File: config.mk
export PLATFORM = sky130hd
export DESIGN_NAME = pw_requant_serializer_flat
export DESIGN_NICKNAME = d
export VERILOG_FILES = /design/src/rtl/cnn_pkg.sv /design/src/rtl/pw_requant_serializer_if.sv /design/src/rtl/pw_requant_serializer_vec_fifo.sv /design/src/rtl/pw_requant_serializer.sv /design/src/flat_wrapper.sv
export SDC_FILE = /design/constraint.sdc
export NUM_CORES = 1
export LEC_CHECK = 0
export BUFFER_PORTS_ARGS = -buffer_cell sky130_fd_sc_hd__clkbuf_2
export CAP_MARGIN = 5
export CORE_MARGIN = 4
export CORE_UTILIZATION = 59
export DETAILED_ROUTE_END_ITERATION = 10
export PLACE_DENSITY = 0.79
export REMOVE_ABC_BUFFERS = 1
export SYNTH_ARGS = -nofsm -noshare
export SYNTH_HDL_FRONTEND = slang
export SYNTH_SLANG_ARGS = --single-unit
File: constraint.sdc
create_clock -name clk -period 5.95 [get_ports clk]
set_input_delay 0 -clock clk [delete_from_list [all_inputs] [get_ports clk]]
set_output_delay 0 -clock clk [all_outputs]
set_load 0.1 [all_outputs]
File: src/rtl/cnn_pkg.sv
// rtl/cnn_pkg.sv - shared CNN constants, types and the requant helper.
// Build option: define PW_SER_ROUND_EN for round-half-up before the shift.
package cnn_pkg;

   localparam int NUM_PW_CH = 9;

   typedef logic [3:0] ch_idx_t;

   typedef enum logic {
      ST_EMPTY,
      ST_SEND
   } ser_state_e;

   // ReLU, right shift, clamp to the positive range of out_w bits.
   // Done at 32 bits so any input width up to 31 cannot wrap.
   function automatic logic signed [31:0] requant(input logic signed [31:0] x,
                                                  input int shift,
                                                  input int out_w);
      logic signed [31:0] r;
      logic signed [31:0] q;
      logic signed [31:0] maxv;
      r = (x < 0) ? 32'sd0 : x;
`ifdef PW_SER_ROUND_EN
      if (shift > 0) r = r + (32'sd1 <<< (shift - 1));
`endif
      q    = r >>> shift;
      maxv = (32'sd1 <<< (out_w - 1)) - 32'sd1;
      return (q > maxv) ? maxv : q;
   endfunction

endpackage

File: src/rtl/pw_requant_serializer_if.sv
// rtl/pw_requant_serializer_if.sv - pointwise-conv input and serialized output bundle.
interface pw_requant_serializer_if #(
   parameter int IN_W  = 16,
   parameter int OUT_W = 8,
   parameter int DEPTH = 4
);
   logic signed [IN_W-1:0]  conv1_in, conv2_in, conv3_in, conv4_in, conv5_in;
   logic signed [IN_W-1:0]  conv6_in, conv7_in, conv8_in, conv9_in;
   logic                    valid_in;
   logic signed [OUT_W-1:0] out_data;
   logic [3:0]              out_ch;
   logic                    out_valid;
   logic                    out_ready;
   logic                    out_last_pix;
   logic                    out_last_frame;
   logic [$clog2(DEPTH):0]  fifo_level;
   logic                    overflow;

   modport master (
      output conv1_in, conv2_in, conv3_in, conv4_in, conv5_in,
      output conv6_in, conv7_in, conv8_in, conv9_in, valid_in, out_ready,
      input  out_data, out_ch, out_valid, out_last_pix, out_last_frame,
      input  fifo_level, overflow
   );

   modport slave (
      input  conv1_in, conv2_in, conv3_in, conv4_in, conv5_in,
      input  conv6_in, conv7_in, conv8_in, conv9_in, valid_in, out_ready,
      output out_data, out_ch, out_valid, out_last_pix, out_last_frame,
      output fifo_level, overflow
   );
endinterface

File: src/rtl/pw_requant_serializer_vec_fifo.sv
// rtl/pw_requant_serializer_vec_fifo.sv - synchronous vector FIFO; a push
// into a full FIFO is accepted only when a pop happens on the same edge.
module vec_fifo #(
   parameter  int W     = 144,
   parameter  int DEPTH = 4,
   localparam int AW    = $clog2(DEPTH)
) (
   input  logic          clk,
   input  logic          rst,
   input  logic          push_i,
   input  logic          pop_i,
   input  logic [W-1:0]  wdata_i,
   output logic [W-1:0]  rdata_o,
   output logic          accept_o,
   output logic [AW:0]   level_o
);
   logic [W-1:0]  mem_q [DEPTH];
   logic [AW-1:0] wr_q, rd_q;
   logic [AW:0]   level_q;
   logic          full, empty, pop_ok;

   assign full     = (level_q == (AW+1)'(DEPTH));
   assign empty    = (level_q == '0);
   assign pop_ok   = pop_i && !empty;
   assign accept_o = push_i && (!full || pop_ok);
   assign rdata_o  = mem_q[rd_q];
   assign level_o  = level_q;

   always_ff @(posedge clk) begin
      if (accept_o) mem_q[wr_q] <= wdata_i;
   end

   always_ff @(posedge clk) begin
      if (rst) begin
         wr_q    <= '0;
         rd_q    <= '0;
         level_q <= '0;
      end else begin
         if (accept_o) wr_q <= wr_q + 1'b1;
         if (pop_ok)   rd_q <= rd_q + 1'b1;
         level_q <= level_q + (AW+1)'(accept_o) - (AW+1)'(pop_ok);
      end
   end
endmodule

File: src/rtl/pw_requant_serializer.sv
// rtl/pw_requant_serializer.sv - buffers 9-channel conv vectors and emits one
// requantized channel per handshake; rounding follows PW_SER_ROUND_EN in cnn_pkg.
module pw_requant_serializer
   import cnn_pkg::*;
#(
   parameter int IN_W             = 16,
   parameter int OUT_W            = 8,
   parameter int SHIFT            = 4,
   parameter int DEPTH            = 4,
   parameter int PIXELS_PER_FRAME = 676
) (
   input logic clk,
   input logic rst,
   pw_requant_serializer_if.slave bus
);
   localparam int      VW       = NUM_PW_CH * IN_W;
   localparam int      AW       = $clog2(DEPTH);
   localparam int      PW       = (PIXELS_PER_FRAME > 1) ? $clog2(PIXELS_PER_FRAME) : 1;
   localparam ch_idx_t CH_LAST  = ch_idx_t'(NUM_PW_CH - 1);
   localparam logic [PW-1:0] PIX_LAST = PW'(PIXELS_PER_FRAME - 1);

   ser_state_e     state_q;
   ch_idx_t        ch_q;
   logic [PW-1:0]  pix_q;
   logic           ovf_q;

   logic [VW-1:0]  head;
   logic [AW:0]    level;
   logic           push_ok, hs, pop;
   logic signed [IN_W-1:0] lane [NUM_PW_CH];
   logic signed [31:0]     rq;
   logic                   unused_rq;

   assign hs  = (state_q == ST_SEND) && bus.out_ready;
   assign pop = hs && (ch_q == CH_LAST);

   vec_fifo #(.W(VW), .DEPTH(DEPTH)) u_fifo (
      .clk      (clk),
      .rst      (rst),
      .push_i   (bus.valid_in),
      .pop_i    (pop),
      .wdata_i  ({bus.conv9_in, bus.conv8_in, bus.conv7_in, bus.conv6_in, bus.conv5_in,
                  bus.conv4_in, bus.conv3_in, bus.conv2_in, bus.conv1_in}),
      .rdata_o  (head),
      .accept_o (push_ok),
      .level_o  (level)
   );

   always_ff @(posedge clk) begin
      if (rst) begin
         state_q <= ST_EMPTY;
         ch_q    <= '0;
         pix_q   <= '0;
         ovf_q   <= 1'b0;
      end else begin
         if (bus.valid_in && !push_ok) ovf_q <= 1'b1;
         case (state_q)
            ST_EMPTY: if (push_ok) state_q <= ST_SEND;
            ST_SEND: begin
               if (hs) begin
                  if (ch_q == CH_LAST) begin
                     ch_q  <= '0;
                     pix_q <= (pix_q == PIX_LAST) ? '0 : pix_q + 1'b1;
                     // Last vector leaving with nothing arriving behind it.
                     if (level == (AW+1)'(1) && !push_ok) state_q <= ST_EMPTY;
                  end else begin
                     ch_q <= ch_q + 1'b1;
                  end
               end
            end
            default: state_q <= ST_EMPTY;
         endcase
      end
   end

   for (genvar k = 0; k < NUM_PW_CH; k++) begin : g_lane
      assign lane[k] = head[k*IN_W +: IN_W];
   end

   always_comb begin
      rq = requant(32'(lane[ch_q]), SHIFT, OUT_W);
   end

   assign unused_rq          = ^rq[31:OUT_W];
   assign bus.out_valid      = (state_q == ST_SEND);
   assign bus.out_data       = bus.out_valid ? rq[OUT_W-1:0] : '0;
   assign bus.out_ch         = ch_q;
   assign bus.out_last_pix   = bus.out_valid && (ch_q == CH_LAST);
   assign bus.out_last_frame = bus.out_last_pix && (pix_q == PIX_LAST);
   assign bus.fifo_level     = level;
   assign bus.overflow       = ovf_q;
endmodule

File: src/flat_wrapper.sv
// flat-port wrapper written by rule: the top's interface ports become plain ports
module pw_requant_serializer_flat import cnn_pkg::*;
#(
   parameter int IN_W             = 16,
   parameter int OUT_W            = 8,
   parameter int SHIFT            = 4,
   parameter int DEPTH            = 4,
   parameter int PIXELS_PER_FRAME = 676
)
  (clk, rst, bus_conv1_in, bus_conv2_in, bus_conv3_in, bus_conv4_in, bus_conv5_in, bus_conv6_in, bus_conv7_in, bus_conv8_in, bus_conv9_in, bus_valid_in, bus_out_ready, bus_out_data, bus_out_ch, bus_out_valid, bus_out_last_pix, bus_out_last_frame, bus_fifo_level, bus_overflow);
  pw_requant_serializer_if #(.IN_W(IN_W), .OUT_W(OUT_W), .DEPTH(DEPTH)) bus_i ();
  input logic clk;
  input logic rst;
  input wire logic [$bits(bus_i.conv1_in)-1:0] bus_conv1_in;
  input wire logic [$bits(bus_i.conv2_in)-1:0] bus_conv2_in;
  input wire logic [$bits(bus_i.conv3_in)-1:0] bus_conv3_in;
  input wire logic [$bits(bus_i.conv4_in)-1:0] bus_conv4_in;
  input wire logic [$bits(bus_i.conv5_in)-1:0] bus_conv5_in;
  input wire logic [$bits(bus_i.conv6_in)-1:0] bus_conv6_in;
  input wire logic [$bits(bus_i.conv7_in)-1:0] bus_conv7_in;
  input wire logic [$bits(bus_i.conv8_in)-1:0] bus_conv8_in;
  input wire logic [$bits(bus_i.conv9_in)-1:0] bus_conv9_in;
  input wire logic [$bits(bus_i.valid_in)-1:0] bus_valid_in;
  input wire logic [$bits(bus_i.out_ready)-1:0] bus_out_ready;
  output wire logic [$bits(bus_i.out_data)-1:0] bus_out_data;
  output wire logic [$bits(bus_i.out_ch)-1:0] bus_out_ch;
  output wire logic [$bits(bus_i.out_valid)-1:0] bus_out_valid;
  output wire logic [$bits(bus_i.out_last_pix)-1:0] bus_out_last_pix;
  output wire logic [$bits(bus_i.out_last_frame)-1:0] bus_out_last_frame;
  output wire logic [$bits(bus_i.fifo_level)-1:0] bus_fifo_level;
  output wire logic [$bits(bus_i.overflow)-1:0] bus_overflow;
  assign bus_i.conv1_in = bus_conv1_in;
  assign bus_i.conv2_in = bus_conv2_in;
  assign bus_i.conv3_in = bus_conv3_in;
  assign bus_i.conv4_in = bus_conv4_in;
  assign bus_i.conv5_in = bus_conv5_in;
  assign bus_i.conv6_in = bus_conv6_in;
  assign bus_i.conv7_in = bus_conv7_in;
  assign bus_i.conv8_in = bus_conv8_in;
  assign bus_i.conv9_in = bus_conv9_in;
  assign bus_i.valid_in = bus_valid_in;
  assign bus_i.out_ready = bus_out_ready;
  assign bus_out_data = bus_i.out_data;
  assign bus_out_ch = bus_i.out_ch;
  assign bus_out_valid = bus_i.out_valid;
  assign bus_out_last_pix = bus_i.out_last_pix;
  assign bus_out_last_frame = bus_i.out_last_frame;
  assign bus_fifo_level = bus_i.fifo_level;
  assign bus_overflow = bus_i.overflow;
  pw_requant_serializer #(.IN_W(IN_W), .OUT_W(OUT_W), .SHIFT(SHIFT), .DEPTH(DEPTH), .PIXELS_PER_FRAME(PIXELS_PER_FRAME)) u_core (.clk(clk), .rst(rst), .bus(bus_i));
endmodule
# Yosys cells after proc, flatten, opt, wreduce, memory -nomap -nowiden
# Memories as Yosys holds them, arrays and structs flattened. A register that Yosys moved wholly into a read port is not among the register bits.
# Index checks and enable logic that the tools add are counted.
# W data, S select, Z words.
[word_totals]
out_inout_bits = 19
register_bits = 23
inputBits = 148
elab_cells = 54
ram_bits = 576
n_memories = 1
[classes]
n_eq_ne = 4
n_reduce_logical = 15
n_lt_le_gt_ge = 3
n_mux = 16
add_sub_neg = 6
n_bitwise = 2
[mem_list]
columns = ["memory", "depth", "word_bits", "read_ports", "rd_ports_with_merged_regs", "wr", "line_no", "text"]
rows = [
  ["u_core.u_fifo.mem_q", 4, 144, 1, 1, 1, "pw_requant_serializer_vec_fifo.sv:17", "logic [W-1:0] mem_q [DEPTH];"],
]
[ops]
columns = ["operator", "n"]
rows = [
  ["$bmux W16 S4", 1],
  ["$mux W16", 2],
  ["$mux W32", 1],
  ["$gt A28 B8 Y1 const B", 1],
  ["$lt A16 B1 Y1 const B", 1],
  ["$mux W8", 2],
  ["$add A10 B1 Y10 const B", 1],
  ["$eq A10 B10 Y1 const B", 1],
  ["$mux W10", 1],
  ["$logic_and A1 B1 Y1", 8],
  ["$ge A5 B5 Y1 const B", 1],
  ["$mux W1", 5],
  ["$not A4 Y5", 1],
  ["$add A2 B1 Y2 const B", 2],
  ["$add A4 B1 Y4 const B", 1],
  ["$eq A4 B4 Y1 const B", 1],
  ["$mux W2", 2],
  ["$mux W4", 1],
  ["$add A3 B1 Y3", 1],
  ["$eq A3 B1 Y1 const B", 1],
  ["$eq A3 B3 Y1 const B", 1],
  ["$logic_not A1 Y1", 3],
  ["$logic_not A3 Y1", 1],
  ["$reduce_and A3 Y1", 1],
  ["5 further kinds", 5],
]

# Logic depth before layout (Yosys ltp)
[depth]
word_depth = 11
depth_mapped = 17
ltp_nobuf = 15

# By module
# Synthesis repeated with hierarchy kept, for this count alone.
[unflattened]
cells_unflattened = 977
hier_area_um2 = 22899.5
[modules_own_cells]
columns = ["mod", "seq_area_each_um2", "cells_each", "area_each_um2", "n_inst"]
rows = [
  ["vec_fifo", 17476.8, 799, 21216.6, 1],
  ["pw_requant_serializer", 320.3, 178, 1682.9, 1],
]

# Worst setup path before layout
# Ideal clock, no wire load.
[synth_timing]
kind = "register -> register"
startpoint = "register u_core.ch_q[1], in the netlist u_core.bus.out_ch[1]"
endpoint = "memory u_core.u_fifo.mem_q[0][100] (enable)"
arrival_time_ps = 5501
synth_period_minus_slack_ps = 5981
slack_ps = -31
setup_time_ps = 480
n_path_buf = 2
required_time_ps = 5470
path_stages_with_launch = 9
cell_sequence = "dfxtp_1 -> buf_2 -> inv_1 -> ha_1 -> and4b_1 -> clkbuf_1 -> nand2_1 -> nand3_1 -> and3_1"
[synth_between]
elab_chain_cells = 7
[synth_lines]
columns = ["element", "line_no", "text"]
rows = [
  ["from (decl)", "pw_requant_serializer.sv:23", "ch_idx_t ch_q;"],
  ["from (signal assigned)", "pw_requant_serializer.sv:67", "ch_q <= ch_q + 1'b1;"],
  ["$eq A4 B4 Y1", "pw_requant_serializer.sv:35", "assign pop = hs && (ch_q == CH_LAST);"],
  ["$logic_and A1 B1 Y1", "pw_requant_serializer.sv:35", ""],
  ["$logic_and A1 B1 Y1", "pw_requant_serializer_vec_fifo.sv:24", "assign pop_ok = pop_i && !empty;"],
  ["$logic_or A1 B1 Y1", "pw_requant_serializer_vec_fifo.sv:25", "assign accept_o = push_i && (!full || pop_ok);"],
  ["$logic_and A1 B1 Y1", "pw_requant_serializer_vec_fifo.sv:25", ""],
  ["$mux W1", "pw_requant_serializer_vec_fifo.sv:30", "if (accept_o) mem_q[wr_q] <= wdata_i;"],
  ["$mux W1 (not written as such)", "pw_requant_serializer_vec_fifo.sv:30", ""],
  ["to (decl)", "pw_requant_serializer_vec_fifo.sv:17", ""],
]
# No other way between the ends.

==> summary.txt <==
Run status
  • Status: finished, final reports clean

Global routing
  • Initial antenna violation count: 6
  • GRT overflow: 0
  • Met2 usage in global routing: 0.376
  • Met1 Resource Use GR: 0.315
  • Top Usage Layer GRT: met2
  • Global-route wire length before repair: around 57000 µm
  • Met3 Resource Use GR: 0.0437
  • Overall Global Routing Usage: 0.228
  • Largest net degree at the start of global routing: 81
  • Vias in the first global route: approximately 9.6k

Route
  • Routed vias: between 9k and 10k
  • Vias per cell: between 6 and 7
  • DRC Markers: 0
  • Final wirelength: roughly 37000 µm
  • Wirelength per Cell: ~24 µm
  • DR pass1 iterations: 5
  • Post-route antenna net violation count: 0
  • DR iter-0 viols: around 1.1k

Timing
  • Worst Max-Slew Pin Slew: approximately 1.1 ns
  • RSZ-0062 raised after global routing: no
  • Hold Slack: ~0.21 ns
  • Layout Skew: approximately 0.015 ns
  • Final critical-path share of the clock period: 0.683
  • Final hold violations: 0
  • Worst setup margin: 1.89 ns
  • Slew HR: 0.289
  • Final setup fails: 0
  • Fmax: between 0.2 and 0.25 GHz
  • Minimum clock period: about 4.1 ns
  • Final Slew Violations: 0

Final layout
  • Final net count: about 1.3k
  • Area growth, synth to finish: 20.4%
  • Post-Layout Cell Count: between 1.5k and 2k
  • Final Util: 0.723
  • Layout cell share with drive strength beyond 1: 0.256

Worst hold path
  • Hold Crit Class: input port to register

Floorplan
  • Die ar.: 0.0322 mm²
  • Core box area: 0.0289 mm²
  • Die Y: 179 µm
  • Initial core utilization: 0.601
  • Row count: 62
  • IO Pins: ~170
  • Die W: around 180 µm

Logic synthesis
  • FFs w/ async S/R, synth: 0
  • Area leader, netlist: edfxtp_1
  • Seq/Total Area, Yosys: 0.777
  • Synth top area share: 0.748
  • Most area-consuming cells after synthesis: edfxtp_1 (75%), mux4_2 (11%), dfxtp_1 (2.9%)
  • #FFs+latches synth: around 460
  • Netlist cell types: 53
  • EDFF count, synth: about 430
  • Number of synthesis warnings: 0
  • Synth Flop Type: edfxtp_1
  • Mapped Area: between 0.015 and 0.02 mm²
  • Synth Instances: 855
  • Syn_area_per_cell: slightly above 20 µm²

Clock network
  • CTS tree: built
  • CTS Buf Count: 44
  • CTS Root Cell: clkbuf_16
  • Worst-case clock buffer depth: 3
  • Count of clock tree sinks: 457
  • Clock Latency Late Sink: approximately 0.55 ns
  • H-tree levels: 2
  • CTS clk-pin slew, worst paths: approximately 0.06 ns

Worst setup path
  • Crit-path max FO: between 50 and 60
  • Worst Setup Start Kind: register
  • Critical path type: register to output port
  • CP endpoint kind: output port
  • Critical Path RT: just under 6 ns
  • Arr. time, crit path: 4.06 ns

Placed design
  • Port Buf Inserts: around 130
  • GPL Wtd Cong: roughly 0.77
  • DP Worst Slack: between 2 and 2.5 ns
  • DP HPWL: 20200 µm
  • Placed cell count: about 1.3k

Flow run
  • Max-capacitance violation count: 0

Pwr
  • Pleak: a little under 7 nW
  • Maximum VDD drop: ~0.27 mV
  • Power density over the cells: between 300 and 400 mW/mm²
==> final timing paths <==
check             slack (ns)  depth (start not counted)                                   end                         startpoint
hold / removal          0.21                          2  u_core.u_fifo.mem_q[2][47]$_DFFE_PP_                   bus_conv3_in[15]
setup reg to reg        2.20                         15   u_core.u_fifo.level_o[2]$_SDFF_PP0_  u_core.bus.out_ch[1]$_SDFFE_PP0P_
setup / recovery        1.89                          8                       bus_out_data[2]                           register
hold reg to reg         0.49                          2      u_core.bus.overflow$_SDFFE_PP0P_   u_core.bus.overflow$_SDFFE_PP0P_
==> cell usage in the layout, fill, tap and decap left out, types with 9 or more instances in the layout <==
cell and instances:
a21oi_1 17, buf_4 9, clkbuf_1 13, clkbuf_16 44, clkbuf_2 129, clkinv_1 13
dfxtp_1 22, dlygate4sd3_1 112, edfxtp_1 432, ha_1 9, inv_1 9, mux4_2 86
nand2_1 18, nor2_1 51, nor3_1 27, nor4_1 14, or3_1 10, xor2_1 9
==> metal layers <==
metal	routed length (µm)	up-vias	share of wire
met1	14500	4779	0.39
met4	942	4	0.025
met2	18900	444	0.51
met5	27	-	0.00073
li1	-	4073	-
met3	2670	71	0.072
==> metrics by stage <==
stage          total power, W  instance area, µm²  setup TNS, ns
2_1_floorplan         0.00443               17100        -138.02
3_3_place_gp          0.00462               18400              0
3_5_place_dp          0.00465               18400              0
4_1_cts               0.00727               20900              0
5_1_grt               0.00752               20900              0
6_report              0.00726               20900              0
==> sequential cells by signal, summed over array words and instances, names as in the netlist, named ones only <==
name / cells
u_core.u_fifo.level_o: 3
u_core.pix_q: 10
u_core.u_fifo.rd_q: 2
u_core.u_fifo.mem_q: 432
u_core.bus.out_valid: 1
u_core.bus.overflow: 1
u_core.bus.out_ch: 4
u_core.u_fifo.wr_q: 2
==> worst max-delay path, cell delays in order, from the launching register on <==
cell and delay, ns:
dfxtp_4 0.87, buf_12 0.36, nor4b_1 0.37, nor3_1 0.14, a311oi_1 0.59, a41oi_1 0.26
o31ai_4 0.18, a31oi_1 0.27, clkbuf_2 0.44
==> synth_stat cells, types with 10 or more instances <==
cell type / n
buf_2: 12
nor2_1: 51
nor4_1: 14
buf_4: 11
clkbuf_1: 12
or3_1: 10
dfxtp_1: 25
mux4_2: 86
nand2_1: 18
nor3_1: 27
a21oi_1: 17
edfxtp_1: 432
==> logic make-up (layout without fill, tap and decap cells) <==
logic type | after synthesis | count (layout) | synth area share
other cells | 1 | 6 | 0.000216
buf+inv | 49 | 342 | 0.0156
simple gates | 165 | 165 | 0.0492
compound gates | 72 | 72 | 0.0310
mux | 88 | 88 | 0.113
flops | 457 | 457 | 0.777
xor+xnor | 13 | 13 | 0.00657
fa+ha+maj | 10 | 10 | 0.00765
==> where the power goes <==
| part | total [W] | internal (W) | switching (W) |
|---|---|---|---|
| clock | 0.00260 | 0.00146 | 0.00114 |
| sequential | 0.00394 | 0.00386 | 0.0000873 |
| combinational | 0.000722 | 0.000254 | 0.000469 |
| total | 0.00726 | 0.00557 | 0.00170 |
==> layout make-up <==
cell class	instances	area, µm²
antenna	5	12.5
clock buffer	57	1150
clock inverter	22	174
fill	1675	7990
inverter	9	33.8
multi-input combinational	349	3620
sequential	457	13500
tap	384	480
timing repair buffer	254	1910
==> repair_timing <==
item                                    in CTS  in global routing
gates resized for setup                      0                  0
hold buffers                               112                  0
endpoints found under the setup margin       0                  0
hold endpoints to repair                   448                  0
buffers inserted                             0                  0
(Power assumes the default switching activity.)
